## config.mk

```make
export PLATFORM = sky130hd
export DESIGN_NAME = counter_sequencer
export DESIGN_NICKNAME = d
export VERILOG_FILES = /design/src/rtl/counter_sequencer.sv
export SDC_FILE = /design/constraint.sdc
export NUM_CORES = 1
export LEC_CHECK = 0
export ABC_AREA = 1
export CORE_MARGIN = 3
export CORE_UTILIZATION = 54
export CTS_BUF_LIST = sky130_fd_sc_hd__clkbuf_4
export DETAILED_ROUTE_END_ITERATION = 10
export PLACE_DENSITY = 0.83
export SLEW_MARGIN = 20
export SYNTH_ARGS = -nofsm -noshare
export SYNTH_HDL_FRONTEND = slang
export SYNTH_SLANG_ARGS = --single-unit
```

## constraint.sdc

```tcl
create_clock -name clk -period 3.15 [get_ports clk]
set_input_delay 0.315 -clock clk [delete_from_list [all_inputs] [get_ports clk]]
set_output_delay 0.315 -clock clk [all_outputs]
set_load 0.005 [all_outputs]
```

## src/rtl/counter_sequencer.sv

```systemverilog
// counter_sequencer: run/stop sequenced modulo counter with latched config.
// Ports: clk, rst (sync, active-high); start/stop/tick_en/load control;
//   up/oneshot/limit config latched on start from IDLE; load_value preload;
//   count (registered), busy (RUN|HOLD), tc and done one-cycle pulses.
module counter_sequencer #(
  parameter int WIDTH = 3
) (
  input  logic             clk,
  input  logic             rst,
  input  logic             start,
  input  logic             stop,
  input  logic             tick_en,
  input  logic             up,
  input  logic             oneshot,
  input  logic [WIDTH-1:0] limit,
  input  logic             load,
  input  logic [WIDTH-1:0] load_value,
  output logic [WIDTH-1:0] count,
  output logic             busy,
  output logic             tc,
  output logic             done
);

  typedef enum logic [1:0] {
    IDLE = 2'd0,
    RUN  = 2'd1,
    HOLD = 2'd2,
    DONE = 2'd3
  } state_t;

  state_t           state, state_n;
  logic [WIDTH-1:0] count_n;
  logic [WIDTH-1:0] lim_q, lim_n;
  logic             up_q, up_n;
  logic             os_q, os_n;
  logic             tc_n, done_n;

  always_ff @(posedge clk) begin
    if (rst) begin
      state <= IDLE;
      count <= '0;
      tc    <= 1'b0;
      done  <= 1'b0;
      lim_q <= '1;
      up_q  <= 1'b1;
      os_q  <= 1'b0;
    end else begin
      state <= state_n;
      count <= count_n;
      tc    <= tc_n;
      done  <= done_n;
      lim_q <= lim_n;
      up_q  <= up_n;
      os_q  <= os_n;
    end
  end

  assign busy = (state == RUN) || (state == HOLD);

  always_comb begin
    state_n = state;
    count_n = count;
    lim_n   = lim_q;
    up_n    = up_q;
    os_n    = os_q;
    tc_n    = 1'b0;
    done_n  = 1'b0;
    unique case (state)
      IDLE: begin
        if (load)
          count_n = load_value;
        if (start) begin
          lim_n   = limit;
          up_n    = up;
          os_n    = oneshot;
          state_n = RUN;
        end
      end
      RUN: begin
        if (stop) begin
          state_n = HOLD;
        end else if (tick_en) begin
          if (up_q) begin
            // Terminal at limit; values above limit wrap naturally, no tc.
            if (count == lim_q) begin
              tc_n = 1'b1;
              if (os_q) begin
                state_n = DONE;
                done_n  = 1'b1;
              end else begin
                count_n = '0;
              end
            end else begin
              count_n = count + WIDTH'(1);
            end
          end else begin
            if (count == '0) begin
              tc_n = 1'b1;
              if (os_q) begin
                state_n = DONE;
                done_n  = 1'b1;
              end else begin
                count_n = lim_q;
              end
            end else begin
              count_n = count - WIDTH'(1);
            end
          end
        end
      end
      HOLD: begin
        if (stop)
          state_n = IDLE;
        else if (start)
          state_n = RUN;
      end
      DONE: begin
        state_n = IDLE;
      end
      default: begin
        state_n = IDLE;
      end
    endcase
  end

endmodule

```

==> qor.txt <==
Outcome: finished, final reports clean
Most common cell after layout, fill and taps aside: nand2_1
CTS Buffer Depth: 2
Avg WL per Cell: 12.5 um
Main combinational cell family by area after synthesis: simple AND/OR/NAND/NOR gates
RSZ-0062 raised after global routing: false
Clk_skew: 0.824 ps
Number of global-route vias before repair: 838
Fill cells: 117
Syn_area_per_cell: 6.67 um2
First-pass GRT wire length: 3530 um
FF-to-FF End: count[2]
Initial antenna violation count: 0
Top-Level Pins: 20
Tot Pwr: 510 uW
Final Util: 0.780
Met2 WL: 977 um
Post-synthesis cell area: 847 um2
Die Y: 45.6 um
Hold WS: 511 ps
Hold Path Class: register to register
Max Cap Viol: 0
FF/Latch Area: 240 um2
Startpoint types: register
Fin. max-slew vios: 0
DP HPWL: 1650 um
CTS H-tree lvls: 1
Final hold viol count: 0
1st-iter DRT viols: 40
Post-synthesis sequential area ratio: 0.284
Buffers on Ports: 19
Setup CP Type: register to primary output
Clock transition at path regs: 80 ps
Cell row count: 13
Nets: 172
Gp weighted congestion: 0.919
Final antenna-violating net count: 0
Root Buffer: clkbuf_4
Post-route DRC: 0
Hold buffers post-CTS: 0
CORE AREA: 1380 um2
WL final: 2050 um
Sum of negative setup slack: 0 ps
Multi-input gate area: 539 um2
Post-DP Area: 1060 um2
Drt first pass iters: 4
Die Wd: 45.6 um
Top cell type's share of synthesized area: 0.284
Highest routed metal layer: met4
Worst R2R Setup Slack: 1390 ps
Count of state elements after synthesis: 12
R2r startpoint: state[1]
Post-synthesis xor/xnor area fraction: 0.0207
Worst Setup SP: state[0]
Critical Path AT: 1550 ps
Adder-cell area share of the yosys netlist: 0.103
YS warnings: 0
CTS resizes: 0
Worst-Skew Late Latency: 270 ps
Maximum VDD drop: 0.000306 V
Via Count: 908
Mux cell area share after synthesis: 0
Synthesized net count: 148
Worst setup endpoint: busy
GRT Total Usage: 0.227
M1 wire length: 929 um
Post-CTS setup repair buffer count: 0
Commonest cells after routing, fill and taps aside: nand2_1 (36), clkdlybuf4s50_1 (19), inv_1 (13), nand3_1 (13)
TritonCTS clock tree: done
Worst slew pin tran: 301 ps
Critical Path RT: 2830 ps
Area delta synth->final: 27.3%
Setup violators final: 0
Synth Area in Simple Gates: 0.391
Starting Density: 0.613
CTS buffer count: 3
Relative slew margins: 0.798
Crit path capture type: primary output
Die ar.: 2080 um2
Cells after synthesis: 127
Worst Reg-to-Reg Cells: 10
Ant diodes: 0
Vias per cell: 5.54
Leading area contributor after synthesis: dfxtp_1
Final Cell Area: 1080 um2
Clock sinks: 12
Final Critical Period: 1870 ps
CP Max Fanout: 4
Pin count of the biggest net entering global routing: 9
Grt ovf: 0
Layout cells sized above 1: 0.0940
Power per cell area: 473 nW/um2
Compound-Gate Fraction of Synth Area: 0.121
Lkg Pwr: 0.502 nW
Max Clock Freq: 536 MHz
Synth area leaders: dfxtp_1 (28%), nand2_1 (16%), ha_1 (10%)
Distinct cells, synth: 23
Tcrit/Tclk final: 0.592
Metal3 WL: 140 um
==> critical path, stage by stage (launching register included) <==
cell and delay [ps]:
dfxtp_1 390, inv_1 100, ha_1 290, clkdlybuf4s50_1 490
==> cell type report <==
cell class / instances / share of cell area
inverter: 18 / 0.0626
sequential: 12 / 0.223
tap: 15 / 0.0174
timing repair buffer: 19 / 0.176
multi-input combinational: 97 / 0.500
clock buffer: 3 / 0.0209
==> metrics by stage <==
step                      setup slack [ps]  cells
after floorplan                       1630    127
after global placement                1450    161
after detailed placement              1430    161
after CTS                             1280    164
after global routing                  1200    164
final                                 1280    164
==> registers in the layout, summed over array words and instances (netlist names) <==
name and cells:
os_q 1, done 1, lim_q 3, count 3, up_q 1, tc 1
state 2
==> cell families after synthesis <==
family	after synthesis
buffers and inverters	18
adder cells (fa/ha/maj)	7
AO/OA/AOI/OAI	16
flip-flops	12
XOR/XNOR	2
AND/OR/NAND/NOR	72
==> per-layer routing <==
layer,vias to the layer above,GRT usage
li1,451,-
met1,421,0.310
met2,34,0.365
met3,2,0.0395
met4,0,0.0585
met5,-,0
==> synth_stat cells <==
master and instances:
a21oi_1 8, a21oi_4 1, dfxtp_1 12, ha_1 7, inv_1 13, inv_2 5, nand2_1 36, nand2_2 2
nand3_1 13, nand3b_1 1, nand4_1 1, nor2_1 12, nor2_2 1, nor2_4 1, nor2_8 1, nor3_1 2
o211ai_1 3, o21ai_0 2, o21ai_1 1, o32ai_1 1, or2_1 2, xnor2_1 1, xor2_1 1
==> worst min-delay path by stage <==
stage	start	cells past startpoint	slack, ps	end
floorplan	rst	1	380	count[1]
global placement	state[1]	2	490	state[1]
CTS	state[1]	2	520	state[1]
detailed placement	state[1]	2	500	state[1]
finish	state[1]	2	510	state[1]
global route	state[1]	2	550	state[1]
==> where the power goes <==
group          switching, mW  internal, mW
combinational          0.124        0.0954
clock                 0.0553        0.0442
sequential            0.0217         0.169
total                  0.201         0.309
No activity file was read; power rests on OpenSTA's default activity.
